===== src/rtl/plp_timer_pkg.sv =====
// Shared definitions for the mod_timer_resp timer slave.
// Holds the register word-select encoding, CTRL/STATUS bit positions,
// the handshake FSM state encoding and an address-decode helper.
package plp_timer_pkg;

  // Word select taken from eff_addr[3:2]; byte offsets 0x0/0x4/0x8/0xC.
  typedef enum logic [1:0] {
    REG_COUNT   = 2'd0,
    REG_COMPARE = 2'd1,
    REG_CTRL    = 2'd2,
    REG_STATUS  = 2'd3
  } reg_sel_e;

  localparam int unsigned CTRL_ENABLE_BIT      = 0;
  localparam int unsigned CTRL_IRQ_EN_BIT      = 1;
  localparam int unsigned CTRL_AUTO_RELOAD_BIT = 2;
  localparam int unsigned CTRL_PRESCALE_LSB    = 8;

  localparam int unsigned STATUS_MATCH_BIT = 0;

  typedef enum logic {
    ST_IDLE = 1'b0,
    ST_ACK  = 1'b1
  } hs_state_e;

  // An access is mapped only when every address bit above the word select is zero.
  function automatic logic addr_mapped(input logic [19:0] addr);
    return addr[19:4] == '0;
  endfunction

endpackage


===== src/rtl/timer_prescaler.sv =====
// Tick prescaler for mod_timer_resp.
// Ports:
//   clk     - system clock (rising edge)
//   rst     - asynchronous active-low reset
//   enable  - count while high; counter held at 0 while low
//   divisor - tick period minus one (tick every divisor+1 clocks)
//   clear   - restart the period from 0 (CTRL write)
//   tick    - single-cycle pulse at the end of each period
module timer_prescaler #(
  parameter int unsigned PRESCALE_W = 8
) (
  input  logic                  clk,
  input  logic                  rst,
  input  logic                  enable,
  input  logic [PRESCALE_W-1:0] divisor,
  input  logic                  clear,
  output logic                  tick
);

  logic [PRESCALE_W-1:0] cnt;

  // A clear restarts the period, so it also swallows a tick due that cycle.
  assign tick = enable && !clear && (cnt == divisor);

  always_ff @(posedge clk or negedge rst) begin
    if (!rst) begin
      cnt <= '0;
    end else if (clear || !enable || tick) begin
      cnt <= '0;
    end else begin
      cnt <= cnt + 1'b1;
    end
  end

endmodule


===== src/rtl/mod_timer_resp.sv =====
// Memory-mapped 32-bit timer with compare match and a two-state
// request/ack handshake (ack one cycle after de is sampled).
// Ports:
//   clk      - system clock (rising edge)
//   rst      - asynchronous active-low reset
//   de       - access select, held by the initiator until ack
//   we       - 1 = write, 0 = read
//   eff_addr - effective address; [3:2] select, [19:4] must be 0 to map
//   din      - write data
//   dout     - read data while ack=1, otherwise 0
//   ack      - one-cycle access-complete pulse
//   irq      - STATUS.match AND CTRL.irq_en
module mod_timer_resp
  import plp_timer_pkg::*;
#(
  parameter int unsigned PRESCALE_W    = 8,
  parameter logic [31:0] RESET_COMPARE = 32'hFFFF_FFFF
) (
  input  logic        clk,
  input  logic        rst,
  input  logic        de,
  input  logic        we,
  input  logic [19:0] eff_addr,
  input  logic [31:0] din,
  output logic [31:0] dout,
  output logic        ack,
  output logic        irq
);

  hs_state_e state;

  logic [31:0]           count;
  logic [31:0]           compare;
  logic                  ctrl_enable;
  logic                  ctrl_irq_en;
  logic                  ctrl_auto_reload;
  logic [PRESCALE_W-1:0] ctrl_prescale;
  logic                  status_match;

  logic        accept;
  logic        mapped;
  reg_sel_e    sel;
  logic        wr_count;
  logic        wr_compare;
  logic        wr_ctrl;
  logic        wr_status;
  logic        tick;
  logic        match;
  logic [31:0] ctrl_word;
  logic [31:0] rd_data;
  logic        unused_addr_bits;

  assign accept           = (state == ST_IDLE) && de;
  assign mapped           = addr_mapped(eff_addr);
  assign sel              = reg_sel_e'(eff_addr[3:2]);
  assign unused_addr_bits = ^eff_addr[1:0];

  always_comb begin
    wr_count   = 1'b0;
    wr_compare = 1'b0;
    wr_ctrl    = 1'b0;
    wr_status  = 1'b0;
    if (accept && we && mapped) begin
      case (sel)
        REG_COUNT:   wr_count   = 1'b1;
        REG_COMPARE: wr_compare = 1'b1;
        REG_CTRL:    wr_ctrl    = 1'b1;
        REG_STATUS:  wr_status  = 1'b1;
        default:     wr_count   = 1'b0;
      endcase
    end
  end

  timer_prescaler #(
    .PRESCALE_W(PRESCALE_W)
  ) u_prescaler (
    .clk    (clk),
    .rst    (rst),
    .enable (ctrl_enable),
    .divisor(ctrl_prescale),
    .clear  (wr_ctrl),
    .tick   (tick)
  );

  // A software COUNT write discards the tick entirely, including its match.
  assign match = tick && !wr_count && (count == compare);

  always_comb begin
    ctrl_word                                     = '0;
    ctrl_word[CTRL_ENABLE_BIT]                    = ctrl_enable;
    ctrl_word[CTRL_IRQ_EN_BIT]                    = ctrl_irq_en;
    ctrl_word[CTRL_AUTO_RELOAD_BIT]               = ctrl_auto_reload;
    ctrl_word[CTRL_PRESCALE_LSB +: PRESCALE_W]    = ctrl_prescale;
  end

  // Writes and unmapped accesses present 0 on dout.
  always_comb begin
    rd_data = '0;
    if (mapped && !we) begin
      case (sel)
        REG_COUNT:   rd_data = count;
        REG_COMPARE: rd_data = compare;
        REG_CTRL:    rd_data = ctrl_word;
        REG_STATUS:  rd_data[STATUS_MATCH_BIT] = status_match;
        default:     rd_data = '0;
      endcase
    end
  end

  always_ff @(posedge clk or negedge rst) begin
    if (!rst) begin
      state <= ST_IDLE;
      ack   <= 1'b0;
      dout  <= '0;
    end else begin
      case (state)
        ST_IDLE: begin
          if (de) begin
            state <= ST_ACK;
            ack   <= 1'b1;
            dout  <= rd_data;
          end
        end
        ST_ACK: begin
          state <= ST_IDLE;
          ack   <= 1'b0;
          dout  <= '0;
        end
        default: begin
          state <= ST_IDLE;
          ack   <= 1'b0;
          dout  <= '0;
        end
      endcase
    end
  end

  always_ff @(posedge clk or negedge rst) begin
    if (!rst) begin
      count            <= '0;
      compare          <= RESET_COMPARE;
      ctrl_enable      <= 1'b0;
      ctrl_irq_en      <= 1'b0;
      ctrl_auto_reload <= 1'b0;
      ctrl_prescale    <= '0;
      status_match     <= 1'b0;
    end else begin
      if (wr_count) begin
        count <= din;
      end else if (tick) begin
        count <= (match && ctrl_auto_reload) ? '0 : count + 32'd1;
      end

      if (wr_compare) begin
        compare <= din;
      end

      if (wr_ctrl) begin
        ctrl_enable      <= din[CTRL_ENABLE_BIT];
        ctrl_irq_en      <= din[CTRL_IRQ_EN_BIT];
        ctrl_auto_reload <= din[CTRL_AUTO_RELOAD_BIT];
        ctrl_prescale    <= din[CTRL_PRESCALE_LSB +: PRESCALE_W];
      end

      // Hardware set takes priority over a simultaneous write-1-to-clear.
      if (match) begin
        status_match <= 1'b1;
      end else if (wr_status && din[STATUS_MATCH_BIT]) begin
        status_match <= 1'b0;
      end
    end
  end

  assign irq = status_match & ctrl_irq_en;

endmodule

===== config.mk =====
export PLATFORM = sky130hd
export DESIGN_NAME = mod_timer_resp
export DESIGN_NICKNAME = d
export VERILOG_FILES = /design/src/rtl/plp_timer_pkg.sv /design/src/rtl/timer_prescaler.sv /design/src/rtl/mod_timer_resp.sv
export SDC_FILE = /design/constraint.sdc
export NUM_CORES = 1
export LEC_CHECK = 0
export CAP_MARGIN = 0
export CORE_UTILIZATION = 45
export DETAILED_ROUTE_END_ITERATION = 6
export PLACE_DENSITY = 0.65
export SLEW_MARGIN = 40
export SYNTH_ARGS = -nofsm -noshare
export SYNTH_HDL_FRONTEND = slang
export SYNTH_HIERARCHICAL = 1
export SYNTH_SLANG_ARGS = --single-unit

===== constraint.sdc =====
create_clock -name clk -period 3.3 [get_ports clk]
set_input_delay 0.33 -clock clk [delete_from_list [all_inputs] [get_ports clk]]
set_output_delay 0.33 -clock clk [all_outputs]
set_load 0.1 [all_outputs]

* Word-level counts from Yosys, hierarchy flattened *
Cells that the tools add are included.
W data, S select, Z words.

word-level totals
  register bits = 118
  latch bits = 0
  memory bits (writable) = 0
  memory bits (read-only) = 0
  bits of input ports = 56
  output and inout port bits = 34
  word-level logic and storage cells = 64
  memories kept = 0

cells by class
  add/sub/neg operators = 2
  multipliers = 0
  divide/modulo/power cells = 0
  order comparisons = 0
  equality and inequality tests = 6
  shift-type cells = 0
  multiplexer cells = 23
  bitwise logic cells = 2
  reduce and logical (&&, ||, !) cells = 20

operators by type and width
  cell                     count
  $mux W32                 5
  $pmux W31 S3             1
  $pmux W32 S2             1
  $add A32 B1 Y32 const B  1
  $eq A32 B32 Y1           1
  $logic_not A16 Y1        1
  $mux W1                  12
  $logic_and A1 B1 Y1      10
  $add A8 B1 Y8 const B    1
  $eq A8 B8 Y1             1
  $mux W8                  1
  $eq A2 B2 Y1 const B     2
  $logic_not A1 Y1         4
  $pmux W1 S2              2
  $pmux W1 S4              1
  $reduce_bool A2 Y1       2
  $eq A2 B1 Y1 const B     1
  $logic_not A2 Y1         1
  $logic_or A1 B1 Y1       2
  $ne A2 B2 Y1 const B     1
  $and A1 B1 Y1            1
  $not A1 Y1               1

* Longest topological paths before layout *
Gate-level depths: netlist of the first run.

  word-level depth = 14
  depth in mapped cells = 13
  mapped depth without buffers = 11

* Hierarchy *
The synthesis of the first run kept the hierarchy.

by module, submodules not included
  module           instances  cells an instance  area an instance (um^2)  sequential area each (um^2)
  mod_timer_resp   1          564                5848.1                   2792.7
  timer_prescaler  1          46                 457.9                    200.2

* Worst setup path before layout of the first run *
OpenSTA, ideal clock, no wires.

  path type = input to register
  start = input port eff_addr[2]
  end = register count[26]
  library setup time = 0.082 ns
  arrival time = 3.102 ns
  required time = 3.218 ns
  setup slack = 0.116 ns
  cell stages on the path = 11
  path buffers = 4
  path through = buf_2 buf_2 buf_1 nor2_1 or2b_2 nor2_1 clkbuf_1 clkinv_1 a31oi_1 or3b_1 a31oi_1

between the ends
  word-level cells in the longest chain between the ends = 12
  elaborated cells on any way between the ends = 17
  classes of those cells = eq/ne: 1; mux: 7; reduce/logical: 9

ends and longest elaborated chain
  element                                line                   source
  from (decl)                            mod_timer_resp.sv:23   input logic [19:0] eff_addr,
  $eq A2 B2 Y1 (*)                       mod_timer_resp.sv:64   case (sel)
  $mux W1 (*)                            mod_timer_resp.sv:64
  $mux W1 (*)                            mod_timer_resp.sv:63   if (accept && we && mapped) begin
  net wr_ctrl                            mod_timer_resp.sv:45   logic wr_ctrl;
  $logic_not A1 Y1 (*)                   timer_prescaler.sv:23  assign tick = enable && !clear && (cnt == divisor);
  $logic_and A1 B1 Y1 (*) (2 in series)  timer_prescaler.sv:23
  net tick                               mod_timer_resp.sv:47   logic tick;
  $logic_and A1 B1 Y1 (2 in series)      mod_timer_resp.sv:86   assign match = tick && !wr_count && (count == compare);
  $logic_and A1 B1 Y1                    mod_timer_resp.sv:151  count <= (match && ctrl_auto_reload) ? '0 : count + 32'd1;
  $mux W32                               mod_timer_resp.sv:151
  $mux W32                               mod_timer_resp.sv:150  end else if (tick) begin
  $mux W32                               mod_timer_resp.sv:148  if (wr_count) begin
  to (signal assigned)                   mod_timer_resp.sv:149  count <= din;
  to (signal assigned)                   mod_timer_resp.sv:151
  to (decl)                              mod_timer_resp.sv:32   logic [31:0] count;

Mark *: on every way through the listed nets, which the timed path passes. The rest lies on a longest branch. The select of a mux whose other input is x is not followed.
A chain may end at the register's enable or synchronous reset.

* Final worst setup path of the first run *
  start = input port de
  end = register count[24]

between the ends
  word-level cells in the longest chain between the ends = 13
  elaborated cells on any way between the ends = 16
  classes of those cells = mux: 5; reduce/logical: 11

ends and longest elaborated chain
  element                                line                   source
  from (decl)                            mod_timer_resp.sv:21   input logic de,
  $logic_and A1 B1 Y1 (*)                mod_timer_resp.sv:53   assign accept = (state == ST_IDLE) && de;
  $logic_and A1 B1 Y1 (*) (2 in series)  mod_timer_resp.sv:63
  $mux W1 (*)                            mod_timer_resp.sv:63
  net wr_ctrl                            mod_timer_resp.sv:45
  $logic_not A1 Y1 (*)                   timer_prescaler.sv:23
  $logic_and A1 B1 Y1 (*) (2 in series)  timer_prescaler.sv:23
  net tick                               mod_timer_resp.sv:47
  $logic_and A1 B1 Y1 (2 in series)      mod_timer_resp.sv:86
  $logic_and A1 B1 Y1                    mod_timer_resp.sv:151
  $mux W32                               mod_timer_resp.sv:151
  $mux W32                               mod_timer_resp.sv:150
  $mux W32                               mod_timer_resp.sv:148

Marked as above.

==> results of run 1 <==
[what timing repair did]
action	in CTS	in global routing
gates resized for setup	0	0
hold endpoints to repair	32	0
hold buffers	1	0
[kinds of logic after synthesis]
logic type / after synthesis
compound gates: 101
xor+xnor: 63
fa+ha+maj: 2
buf+inv: 43
flops: 118
mux: 76
simple gates: 207
[cell type report]
| type | count | share of cell area, % |
|---|---|---|
| multi-input combinational | 449 | 40.4 |
| sequential | 118 | 38.7 |
| timing repair buffer | 103 | 10.7 |
| clock buffer | 23 | 6.17 |
| tap | 176 | 2.84 |
| clock inverter | 9 | 0.986 |
| inverter | 6 | 0.291 |
[power by group]
group          switching, mW  internal, mW  leakage [nW]
clock network          0.654          1.08         0.276
logic                 0.0887        0.0748          1.58
registers            0.00148          1.45          1.49
total                  0.744          2.61          3.35
[layout by cell type (no fill, tap or decap), drive strengths merged, types with 2 or more instances in the layout]
| master | netlist | layout |
|---|---|---|
| dfstp | 32 | 32 |
| xor2 | 23 | 23 |
| nand2 | 70 | 70 |
| a31oi | 13 | 13 |
| o31ai | 16 | 16 |
| nor3 | 8 | 8 |
| nand3 | 20 | 20 |
| nand2b | 2 | 2 |
| a22o | 11 | 11 |
| and2 | 7 | 7 |
| nand4 | 20 | 20 |
| clkdlybuf4s50 | 0 | 51 |
| mux2 | 43 | 43 |
| o211ai | 3 | 3 |
| mux2i | 32 | 32 |
| nor4 | 9 | 9 |
| nor2b | 3 | 3 |
| o21ai | 44 | 44 |
| xnor2 | 40 | 40 |
| and3 | 19 | 19 |
| inv | 5 | 5 |
| ha | 2 | 2 |
| dfrtp | 86 | 86 |
| buf | 14 | 51 |
| and4 | 5 | 5 |
| nor2 | 38 | 38 |
| a21oi | 9 | 9 |
| nand3b | 2 | 2 |
| clkbuf | 23 | 23 |
| clkinv | 1 | 8 |
[registers in the layout, indices dropped and copies added (netlist names), 8 cells and up]
| register | cells |
|---|---|
| compare | 32 |
| count | 32 |
| dout | 32 |
| ctrl_prescale | 8 |
| u_prescaler/cnt | 8 |
[cells in the mapped netlist, types with 2 or more instances]
cell type  count
dfrtp_1       86
nand2_1       70
o21ai_0       44
mux2_2        43
xnor2_1       40
nor2_1        37
dfstp_2       32
mux2i_1       32
xor2_1        23
clkbuf_1      21
nand4_1       19
and3_1        18
nand3_1       17
o31ai_1       16
a31oi_1       13
a22o_1        11
a21oi_1        9
nor3_1         8
buf_4          7
and2_1         6
nor4_1         6
and4_1         5
buf_2          5
inv_1          5
nand3_2        3
nor2b_1        3
o211ai_1       3
buf_1          2
clkbuf_2       2
ha_1           2
nand2b_1       2
nand3b_1       2
nor4_2         2
[routing by layer]
metal  vias to the layer above  global-route usage, %  wire, um  part of all wire (%)
li1                       2354                      -         -                     -
met1                      2479                   32.6      7310                    45
met2                       157                   38.3      7790                    48
met3                        28                   5.38       890                   5.5
met4                         0                   8.87       311                   1.9
met5                         -                      0         0                     0
[final timing paths]
kind / to / slack (ns) / cells past startpoint
max: count[24] / 0.59 / 12
min: status_match / 0.32 / 4
max reg2reg: count[24] / 0.64 / 11
min reg2reg: dout[3] / 0.47 / 2
max in group asynchronous: compare[8] / 1.98 / 3
min in group asynchronous: count[6] / 0.49 / 2
[critical path, cell delays in order]
cell             delay (ns)
clkdlybuf4s50_1        0.45
nor2b_1                0.17
nand4_1                0.11
nor2_1                 0.10
nand3_1                0.11
nor2_1                 0.04
or2b_2                 0.33
nor2_1                 0.29
clkinv_1               0.17
or4_1                  0.50
a21bo_1                0.22
a31oi_1                0.21
==> impl_metrics.csv, run 1 <==
group,metric,value,unit
yosys,synth-main-ff-cell,"dfrtp_1",
floorplanning,dieArea,14500,um2
cts,clock_path_buffers,2,
yosys,synth_simple_gate_area_share,17.0,%
final_layout,num_antenna_cells,0,
cts,cts_htree_levels,4,
pwr,power,3.36,mW
final_layout,drive_gt1_share,24.2,%
final_layout,finalNonFillerCells,884,
yosys,ys_seq_area_share,47.5,%
place,pre_cts_slack,0.187,ns
cts,post_cts_buffers,0,
floorplanning,rows,42,
global_routing,grt_pass1_vias,4998,
final_layout,syn_to_final_growth,22.8,%
final_layout,multi_input_area,3120,um2
place,dp_hpwl,11500,um
timing,rsz0062_at_grt,"no",
critical_path,cp.required,3.63,ns
timing,drv_slew,0,
job,max-cap-violations,0,
critical_path,setup.worst_path.start,"de",
outcome,status,"complete, no violations",
final_layout,nNetsFinal,753,
yosys,synth_xor_area_share,8.75,%
floorplanning,die_y,120,um
cts,clk_latency,0.43,ns
cts,ctsRootBufferMaster,"clkbuf_16",
drt,drc,0,
timing,tns,0,ns
yosys,muxShareOfSynthArea,13.1,%
yosys,syn_area_per_cell,10.3,um2
timing,relSlewSlack,52.9,%
yosys,ys_types,49,
timing,finalWorstSetupSlack,0.587,ns
final_layout,postLayoutCoreUtil,57.6,%
cts,cts_tree,"done",
yosys,synthAdderAreaFrac,0.397,%
critical_path,arrival,3.05,ns
floorplanning,core-area,13500,um2
yosys,synthTopCellsByArea,"dfrtp_1 34%, dfstp_2 13%, mux2_2 7.7%",
drt,wire_per_inst,18.4,um
global_routing,grt_max_degree,69,
drt,totalWireLength,16300,um
pwr,ir_worst_vdd,0.352,mV
timing,fin_skew,0.00484,ns
cts,clock_sinks,118,
min_path,min_path_type,"in -> reg",
critical_path,critPathLaunchType,"input pin",
floorplanning,start_util,46.9,%
yosys,async_reset_ff_share,100,%
place,routabilityCongestion,0.891,
timing,worst_slew_pin_slew,0.707,ns
timing,period_minus_slack,2.71,ns
yosys,synth.top_cell.area_share,34.1,%
critical_path,critPathMaxFanout,5,
global_routing,grtUsageTotal,24.2,%
global_routing,grt_pass1_wl,26500,um
critical_path,end_kind,"flop",
critical_path,crit_type,"in -> reg",
place,dp_cells,851,
timing,finalSetupViolCount,0,
place,portBuffers,87,
yosys,ys_ff_latch,118,
drt,vias,5018,
timing,holdWs,0.324,ns
yosys,synth_compound_area_share,10.2,%
final_layout,fill_cells,1212,
place,dpl-instance-area,7180,um2
pwr,leakage,3.35,nW
pwr,powerDensity,433,nW/um2
yosys,synth-edff-count,0,
yosys,synth_top_family_by_area,"simple AND/OR/NAND/NOR gates",
cts,clk_pin_slew,0.05,ns
timing,fmax,369,MHz
floorplanning,die_x,120,um
yosys,syn_area,6310,um2
yosys,synth_nets,668,
global_routing,antenna_found_initial,0,
timing,min_period_over_period,82.2,%
final_layout,fin_area,7740,um2
min_path,hp-start,"eff_addr[2]",
critical_path,reg2reg_from,"state",
yosys,netlist_instances,610,
floorplanning,pin_count,90,
global_routing,grt_overflow_total,0,
final_layout,regArea,2990,um2
drt,via_per_inst,5.68,
drt,drt_iter0_markers,416,
yosys,ys_warn_count,6,
timing,hold_viol_final,0,
yosys,synth_top_cell_by_area,"dfrtp_1",
drt,ant_nets,0,
cts,cts_buffers,17,
drt,firstDrtPassIters,5,
No activity file was read; power rests on OpenSTA's default activity.
==> run 2: changes to the inputs <==
Clock period 3.3 ns to 2.57 ns, I/O delays scaled along.
==> run 2 against run 1 <==
Flip-flop and latch count unchanged. Hold slack got worse by 0.032 ns. Register-to-register slack worse by 0.45 ns. Via count barely moved. Core utilization increased by 2.3 points. Critical path depth decreased by 6. Die area stayed put. Sequential power rose by 29%. Clock power grew 40%. Sequential share of layout area decreased by 1.5 points. Wire length up 0.75%. Largest power group unchanged.
==> impl_metrics.csv, run 2 (synthesized netlist as in run 1, its figures left out) <==
group,metric,value,unit
timing,drv_slew,0,
critical_path,ff2ff_setup_slack,0.19,ns
global_routing,grtUsageTotal,24.1,%
global_routing,grt_overflow_total,0,
pwr,power,4.51,mW
critical_path,critPathLaunchType,"flop",
critical_path,arrival,2.66,ns
critical_path,cp_slowest_cell,"nor2_4",
place,routabilityCongestion,0.932,
floorplanning,core-area,13500,um2
global_routing,grt_pass1_vias,4980,
pwr,leakage,3.44,nW
final_layout,mostFrequentLayoutCell,"dfrtp_1",
final_layout,nNetsFinal,769,
timing,finalSetupViolCount,0,
final_layout,fill_cells,1169,
critical_path,critPathMaxFanout,16,
pwr,ir_worst_vdd,0.420,mV
drt,routed.top_layer,"met4",
cts,cts_tree,"done",
job,max-cap-violations,0,
timing,relSlewSlack,64.2,%
drt,wl_met3,693,um
cts,clk_pin_slew,0.05,ns
floorplanning,die_y,120,um
drt,totalWireLength,16400,um
timing,rsz0062_at_grt,"no",
final_layout,drive_gt1_share,26.0,%
cts,cts_htree_levels,4,
timing,fin_skew,0.0102,ns
timing,fmax,419,MHz
drt,routedLengthMet1,7530,um
final_layout,reg_top3,"compare (32), count (32), dout (32)",
final_layout,final_cell_mix,"86 x dfrtp_1, 70 x nand2_1, 62 x buf_4",
drt,vias,5019,
drt,via_per_inst,5.58,
critical_path,end_kind,"flop",
cts,clock_path_buffers,2,
drt,dr_wl_met2,7900,um
timing,period_minus_slack,2.38,ns
pwr,powerDensity,561,nW/um2
final_layout,num_antenna_cells,0,
timing,min_period_over_period,92.8,%
place,portBuffers,87,
global_routing,antenna_found_initial,0,
cts,clk_latency,0.42,ns
drt,drt_iter0_markers,313,
outcome,status,"complete, no violations",
floorplanning,dieArea,14500,um2
critical_path,cp.required,2.84,ns
critical_path,crit_type,"reg -> reg",
timing,worst_slew_pin_slew,0.537,ns
min_path,min_path_type,"in -> async",
critical_path,max_stage_delay,0.46,ns
drt,wire_per_inst,18.2,um
global_routing,grt_pass1_wl,26300,um
floorplanning,pin_count,90,
cts,ctsRootBufferMaster,"clkbuf_16",
drt,drc,0,
drt,firstDrtPassIters,4,
critical_path,worstPathCellList,"xnor2_1 > nand4_1 > nor4_2 > nand3_2 > nor2_4 > o31ai_1",
timing,holdWs,0.292,ns
drt,ant_nets,0,
cts,cts_buffers,17,
global_routing,grt_max_degree,59,
final_layout,syn_to_final_growth,27.6,%
timing,hold_viol_final,0,
cts,clock_sinks,118,
floorplanning,rows,42,
floorplanning,start_util,46.9,%
floorplanning,die_x,120,um
place,dp_hpwl,11800,um
## run 2: final timing paths
path,from,cells past startpoint,end
min in group clk,din[18],3,count[18]
max in group asynchronous,rst,3,compare[10]
hold reg to reg,state,1,ack
setup reg to reg,count[14],6,count[17]
setup / recovery,count[14],6,count[17]
hold / removal,rst,2,count[22]
## run 2: per-stage QoR
stage	instances	util [%]	worst slack [ns]	area, um2	TNS, ns
5_1_grt	900	59.8	0.0242	8050	0
2_1_floorplan	610	-	0.0480	6320	0
6_report	900	59.8	0.185	8050	0
3_5_place_dp	867	55.2	-0.223	7430	-3.04
3_3_place_gp	867	55.2	-0.134	7430	-1.85
4_1_cts	900	59.8	0.132	8040	0
## run 2: timing repair
item                                   4_1_cts  5_1_grt
gates resized for setup                      0        2
setup endpoints to repair                    0        4
hold buffers                                 1        0
setup buffers                                0        0
endpoints found under the hold margin       16        0
## run 2: final cells by class
| type | count | area [um2] | share of cell area [%] |
|---|---|---|---|
| Multi-Input combinational cell | 449 | 3130 | 39.0 |
| Sequential cell | 118 | 2990 | 37.2 |
| Timing Repair Buffer | 119 | 1070 | 13.3 |
| Clock buffer | 24 | 482 | 5.99 |
| Tap cell | 176 | 220 | 2.74 |
| Clock inverter | 8 | 123 | 1.52 |
| Inverter | 6 | 23.8 | 0.295 |
## run 2: routing by layer
metal  vias to the layer above  GRT usage (%)
li1                       2382              -
met2                        98           37.9
met4                         0           8.72
met5                         -              0
met1                      2517           32.1
met3                        22           6.08
## run 2: worst max-delay path: cells and delay by family (launching register included)
kind,cells,cell delay [ns]
and+or+nand+nor,4,1.30
xor gates and xnor gates,1,0.35
AOI/OAI and AO/OA,1,0.14
DFF,1,0.44
## run 2: report_power, final
| group | internal, mW | total, mW | leakage [nW] | switching, mW |
|---|---|---|---|---|
| clock network | 1.60 | 2.43 | 0.286 | 0.831 |
| registers | 1.87 | 1.87 | 1.49 | 0.00212 |
| logic | 0.101 | 0.217 | 1.67 | 0.116 |
